===== config.mk =====
export PLATFORM = sky130hd
export DESIGN_NAME = sync_fifo_prog
export DESIGN_NICKNAME = d
export VERILOG_FILES = /design/src/rtl/fifo_pkg.sv /design/src/rtl/fifo_ptr_counter.sv /design/src/rtl/sync_fifo_prog.sv
export SDC_FILE = /design/constraint.sdc
export NUM_CORES = 1
export LEC_CHECK = 0
export CAP_MARGIN = 30
export CELL_PAD_IN_SITES_DETAIL_PLACEMENT = 0
export CELL_PAD_IN_SITES_GLOBAL_PLACEMENT = 2
export CORE_MARGIN = 3
export CORE_UTILIZATION = 48
export CTS_BUF_LIST = sky130_fd_sc_hd__clkbuf_16
export DETAILED_ROUTE_END_ITERATION = 16
export PLACE_DENSITY_LB_ADDON = 0.25
export SLEW_MARGIN = 25
export SYNTH_ARGS = -nofsm -noshare
export SYNTH_HDL_FRONTEND = slang
export SYNTH_SLANG_ARGS = --single-unit

===== constraint.sdc =====
create_clock -name f_clk -period 5.6 [get_ports f_clk]
set_input_delay 1.4 -clock f_clk [delete_from_list [all_inputs] [get_ports f_clk]]
set_output_delay 1.4 -clock f_clk [all_outputs]
set_load 0.02 [all_outputs]

===== src/rtl/fifo_pkg.sv =====
// Shared definitions for the programmable synchronous FIFO: default sizing,
// read-mode encodings and a constant-evaluable log2 helper.
package fifo_pkg;

    // Ceiling log2, usable when computing parameters.
    function automatic int clog2(input int value);
        int result;
        result = 0;
        while ((1 << result) < value) begin
            result = result + 1;
        end
        return result;
    endfunction

    localparam int FIFO_DEF_WIDTH = 8;
    localparam int FIFO_DEF_DEPTH = 16;

    // Read-mode encodings for the FWFT parameter.
    localparam int FIFO_STD  = 0;
    localparam int FIFO_FWFT = 1;

endpackage


===== src/rtl/fifo_ptr_counter.sv =====
// Wrapping pointer counter. It carries one bit more than the memory index
// so that full and empty can be told apart when the indices are equal.
module fifo_ptr_counter #(
    parameter int PTR_W = 5
) (
    input  logic             f_clk,
    input  logic             f_reset_n,
    input  logic             en,
    output logic [PTR_W-1:0] ptr
);

    logic [PTR_W-1:0] ptr_q;
    logic [PTR_W-1:0] ptr_d;

    // Advance by one on an accepted transfer; wraps naturally at 2^PTR_W.
    always_comb begin
        ptr_d = ptr_q;
        if (en) begin
            ptr_d = ptr_q + PTR_W'(1);
        end
    end

    // Pointer register, cleared asynchronously.
    always_ff @(posedge f_clk or negedge f_reset_n) begin
        if (!f_reset_n) begin
            ptr_q <= '0;
        end else begin
            ptr_q <= ptr_d;
        end
    end

    assign ptr = ptr_q;

endmodule


===== src/rtl/sync_fifo_prog.sv =====
// Single-clock FIFO with programmable almost-full/almost-empty thresholds,
// registered occupancy, sticky overflow/underflow and a choice of standard
// or first-word-fall-through read data.
module sync_fifo_prog
    import fifo_pkg::*;
#(
    parameter int F_WIDTH     = FIFO_DEF_WIDTH,
    parameter int F_DEPTH     = FIFO_DEF_DEPTH,
    parameter int F_PTR_WIDTH = clog2(FIFO_DEF_DEPTH),
    parameter int FWFT        = FIFO_STD
) (
    input  logic                   f_clk,
    input  logic                   f_reset_n,
    input  logic [F_WIDTH-1:0]     d_in,
    input  logic                   w_en,
    input  logic                   r_en,
    input  logic [F_PTR_WIDTH:0]   af_thresh,
    input  logic [F_PTR_WIDTH:0]   ae_thresh,
    input  logic                   err_clr,
    output logic [F_WIDTH-1:0]     d_out,
    output logic                   d_valid,
    output logic [F_PTR_WIDTH:0]   f_count,
    output logic                   f_full_flag,
    output logic                   f_empty_flag,
    output logic                   f_half_full_flag,
    output logic                   f_almost_full_flag,
    output logic                   f_almost_empty_flag,
    output logic                   f_overflow,
    output logic                   f_underflow
);

    localparam int CW = F_PTR_WIDTH + 1;
    localparam logic [CW-1:0] DEPTH_C = CW'(F_DEPTH);
    localparam logic [CW-1:0] HALF_C  = CW'(F_DEPTH / 2);

    logic [F_WIDTH-1:0] mem_q [F_DEPTH];

    logic [CW-1:0] w_ptr;
    logic [CW-1:0] r_ptr;
    logic [F_PTR_WIDTH-1:0] w_idx;
    logic [F_PTR_WIDTH-1:0] r_idx;

    logic wr_accept;
    logic rd_accept;

    logic [CW-1:0] count_q;
    logic [CW-1:0] count_d;
    logic [CW-1:0] af_eff;

    logic overflow_q;
    logic overflow_d;
    logic underflow_q;
    logic underflow_d;

    assign w_idx = w_ptr[F_PTR_WIDTH-1:0];
    assign r_idx = r_ptr[F_PTR_WIDTH-1:0];

    // A write is refused when full and a read when empty; the other side of
    // a simultaneous request still goes through.
    assign wr_accept = w_en && !f_full_flag;
    assign rd_accept = r_en && !f_empty_flag;

    fifo_ptr_counter #(
        .PTR_W     (CW)
    ) u_wr_ptr (
        .f_clk     (f_clk),
        .f_reset_n (f_reset_n),
        .en        (wr_accept),
        .ptr       (w_ptr)
    );

    fifo_ptr_counter #(
        .PTR_W     (CW)
    ) u_rd_ptr (
        .f_clk     (f_clk),
        .f_reset_n (f_reset_n),
        .en        (rd_accept),
        .ptr       (r_ptr)
    );

    // Storage array; contents are deliberately left unreset.
    always_ff @(posedge f_clk) begin
        if (wr_accept) begin
            mem_q[w_idx] <= d_in;
        end
    end

    // Occupancy tracks w_ptr - r_ptr and moves on the same edge as the pointers.
    always_comb begin
        count_d = count_q + CW'(wr_accept) - CW'(rd_accept);
    end

    // Occupancy register.
    always_ff @(posedge f_clk or negedge f_reset_n) begin
        if (!f_reset_n) begin
            count_q <= '0;
        end else begin
            count_q <= count_d;
        end
    end

    // A zero almost-full threshold behaves as one; thresholds above the depth
    // can never be reached, so that flag simply stays low.
    always_comb begin
        af_eff = af_thresh;
        if (af_thresh == '0) begin
            af_eff = CW'(1);
        end
    end

    assign f_count             = count_q;
    assign f_full_flag         = (count_q == DEPTH_C);
    assign f_empty_flag        = (count_q == '0);
    assign f_half_full_flag    = (count_q >= HALF_C);
    assign f_almost_full_flag  = (count_q >= af_eff);
    assign f_almost_empty_flag = (count_q <= ae_thresh);

    // Sticky errors: a clear request is overridden by a new error on the same edge.
    always_comb begin
        overflow_d  = overflow_q;
        underflow_d = underflow_q;
        if (err_clr) begin
            overflow_d  = 1'b0;
            underflow_d = 1'b0;
        end
        if (w_en && f_full_flag) begin
            overflow_d = 1'b1;
        end
        if (r_en && f_empty_flag) begin
            underflow_d = 1'b1;
        end
    end

    // Sticky error registers.
    always_ff @(posedge f_clk or negedge f_reset_n) begin
        if (!f_reset_n) begin
            overflow_q  <= 1'b0;
            underflow_q <= 1'b0;
        end else begin
            overflow_q  <= overflow_d;
            underflow_q <= underflow_d;
        end
    end

    assign f_overflow  = overflow_q;
    assign f_underflow = underflow_q;

    generate
        if (FWFT == FIFO_FWFT) begin : g_fwft
            // Head of the queue is always presented; r_en acknowledges and pops it.
            assign d_out   = mem_q[r_idx];
            assign d_valid = !f_empty_flag;
        end else begin : g_std
            logic [F_WIDTH-1:0] dout_q;
            logic [F_WIDTH-1:0] dout_d;
            logic               valid_q;
            logic               valid_d;

            // Capture the popped word; d_out keeps its last value between reads.
            always_comb begin
                dout_d  = dout_q;
                valid_d = rd_accept;
                if (rd_accept) begin
                    dout_d = mem_q[r_idx];
                end
            end

            // Registered read data and its one-cycle valid strobe.
            always_ff @(posedge f_clk or negedge f_reset_n) begin
                if (!f_reset_n) begin
                    dout_q  <= '0;
                    valid_q <= 1'b0;
                end else begin
                    dout_q  <= dout_d;
                    valid_q <= valid_d;
                end
            end

            assign d_out   = dout_q;
            assign d_valid = valid_q;
        end
    endgenerate

endmodule

==> results by group <==
Route
  – Iteration-0 DRC Markers: 183
  – Post-route DRC violation count: 0
  – Vias: 3,180
  – Wire per inst: 20.4 um
  – Final WL: 12.0 mm
  – Final ANT Viol Nets: 0
  – Via-to-Cell Ratio: 5.43
  – Detailed Routing Iterations Pass 1: 4

Logic synthesis
  – Flops & latches, synth: 152
  – Area leader, netlist: edfxtp_1
  – Register area share after synthesis: 69.4%
  – Avg Inst Size Synth: 18.3 um2
  – Yosys warns: 0
  – Synth async-reset ratio: 15.8%
  – Mapped cell area: 6400 um2
  – Syn_nets: 396
  – Synth cell count leaders: edfxtp_1 (128), inv_1 (25), dfrtp_1 (24), ha_1 (23), mux4_2 (19)
  – Count leader, synth: edfxtp_1
  – Post-Syn Instances: 349
  – Top post-synthesis cells by area: edfxtp_1 (60%), dfrtp_1 (9.4%), mux4_2 (6.7%)
  – Synth unique cells: 40
  – EDFF count, synth: 128
  – Most used DFF post-synth: edfxtp_1
  – Post-synth top area share: 60.1%

CTS
  – Clock Sinks: 152
  – H-Tree Depth: 4
  – CTS max path bufs: 2
  – Cts hold-fix bufs: 0
  – Clock slew at reported path FFs: 0.05 ns
  – Post-cts sizing count: 0
  – Clk_lat worst skew: 0.41 ns
  – Clock root buffer master: clkbuf_16
  – CTS tree: built
  – Postcts setup bufs: 0
  – Total CTS buffers: 17

STA
  – Crit share post-route: 88.4%
  – Clock skew: 0.00715 ns
  – Tightest Pin Transition: 0.875 ns
  – Worst setup margin: 0.647 ns
  – Max-slew headroom: 41.7%
  – Setup violations, final: 0
  – Slew Viols, Final: 0
  – Worst hold slack: 0.517 ns
  – FMAX: 202 MHz
  – Final hold violation count: 0
  – Post-route setup TNS: 0 ns
  – RSZ-0062 raised after global routing: no
  – Fin crit period: 4.95 ns

Global routing
  – Total track usage: 17.8%
  – Initial antenna violation count: 0
  – Grt total ovfl: 0
  – Largest net degree at the start of global routing: 36
  – First-pass GRT wire length: 19.0 mm
  – Vias in the first global route: 3,289

Setup path
  – Worst Path Max Fanout: 2
  – Critical-path cell list: clkdlybuf4s50_1, inv_1, ha_1, nor2b_1, o21a_1, o21a_1, o21a_1, o22ai_1, clkdlybuf4s50_1
  – Arr. time, crit path: 3.55 ns
  – Peak per-stage delay on the critical path: 0.62 ns
  – Worst Setup Path Type: input pin to output port
  – Critical path's most frequent cell: o21a_1
  – Crit start category: input pin
  – Slowest cell on crit path: clkdlybuf4s50_1
  – Required @ worst endpoint: 4.20 ns
  – Crit. End Element: output port

Cells and area
  – Post-Layout Cell Count: 586
  – # diodes: 0
  – Final Cell Area: 7550 um2
  – Nets: 450
  – Ratio of cells with drive above 1 in the final layout: 15.5%
  – Fillcell total: 973
  – Syn-to-layout area delta: 18.0%

Floorplan
  – Die outline area: 14,800 um2
  – Die H: 121 um
  – Core footprint: 12,800 um2
  – Rows: 41
  – Top-Level Pins: 44
  – Chip width: 121 um
  – Initial core utilization: 49.9%

Power and ir drop
  – Lkg Pwr: 2.72 nW
  – Pwr/cell area: 501 nW/um2
  – Worst VDD drop: 0.000243 V

Placement
  – DP Cell Count: 556
  – Final Wtd Congestion: 0.749
  – Port Buffer Count: 43
  – Setup WS pre-CTS: 0.630 ns
  – Final HPWL DP: 7.83 mm
  – Placed cell areas: 6990 um2

Flow run
  – MaxCap Viol Count: 0

Worst hold path
  – HP Class: register to register

Status
  – Status: finished clean
path summary, 6_finish.rpt:
kind / end / start / slack (ns) / cells after the start
max: f_almost_empty_flag / ae_thresh[1] / 0.65 / 9
min: d_out[2]$_DFFE_PN0P_ / d_out[2]$_DFFE_PN0P_ / 0.52 / 2
max reg2reg: f_count[4]$_DFF_PN0_ / f_count[2]$_DFF_PN0_ / 2.22 / 13
min reg2reg: d_out[2]$_DFFE_PN0P_ / d_out[2]$_DFFE_PN0P_ / 0.52 / 2
max in group asynchronous: u_rd_ptr.ptr[0]$_DFFE_PN0P_ / f_reset_n / 3.94 / 2
min in group asynchronous: f_count[4]$_DFF_PN0_ / f_reset_n / 1.38 / 2
sequential cells by signal (all words and copies together) (netlist names):
name	count
mem_q	128
u_rd_ptr.ptr	4
f_underflow	1
d_valid	1
d_out	8
f_overflow	1
f_count	5
u_wr_ptr.ptr	4
cells in the final DEF, fill, tap and decap left out, types with 2 or more instances in the layout:
cell | netlist | routed
mux4_2 | 19 | 19
mux4_1 | 13 | 13
nor4_1 | 4 | 4
clkinv_1 | 0 | 5
nand4_1 | 2 | 2
xor2_1 | 3 | 3
mux2_2 | 8 | 8
dfrtp_2 | 0 | 2
ha_1 | 23 | 23
o21a_1 | 3 | 3
buf_4 | 4 | 6
bufinv_16 | 0 | 3
xnor2_1 | 6 | 6
clkinv_2 | 0 | 4
dfrtp_1 | 24 | 22
nor2b_1 | 3 | 3
a21oi_1 | 4 | 4
nand3_1 | 2 | 2
a22oi_1 | 16 | 16
edfxtp_1 | 128 | 128
inv_1 | 25 | 25
nor2_1 | 9 | 9
clkbuf_16 | 0 | 17
and2_1 | 8 | 8
nor3b_1 | 2 | 2
nand2_1 | 17 | 17
clkdlybuf4s50_1 | 0 | 43
o21ai_0 | 4 | 4
kinds of logic after synthesis:
kind of cell | Yosys count | share of synthesized area (%)
flip-flops | 152 | 69.4
AND/OR/NAND/NOR | 53 | 4.61
buffers and inverters | 40 | 3.11
multiplexers | 40 | 13.4
AO/OA/AOI/OAI | 31 | 3.36
adder cells (fa/ha/maj) | 24 | 4.81
XOR/XNOR | 9 | 1.23
per-layer routing:
metal / track usage [%] / vias up / wire length, um
met1: 25.5 / 1607 / 5510
met2: 27.0 / 88 / 5750
li1: - / 1476 / -
met3: 4.76 / 9 / 613
met4: 5.39 / 0 / 86
met5: 0 / - / 0
layout make-up:
cell class	instances	area [um2]	area share (%)
sequential	152	4450	58.9
clock inverter	13	138	1.82
clock buffer	17	425	5.63
inverter	26	97.6	1.29
timing repair buffer	49	475	6.29
multi-input combinational	157	1760	23.3
tap	172	215	2.85
worst max-delay path: cells and delay by family:
family	cells	cell delay (ns)
buffers and inverters	3	1.13
adders and majority gates	1	0.29
and+or+nand+nor	1	0.13
AOI/OAI and AO/OA	4	0.60
report_power, final:
group | switching [mW] | internal, mW | total [mW]
clock network | 0.401 | 0.684 | 1.08
registers | 0.181 | 1.41 | 1.59
logic | 0.540 | 0.573 | 1.11
through the flow:
stage	util, %	power [mW]
after detailed placement	54.5	2.74
after global placement	54.5	2.73
after CTS	58.9	3.84
after global routing	58.9	4.01
final	58.9	3.79
after floorplan	-	2.38
(Power assumes the default switching activity.)
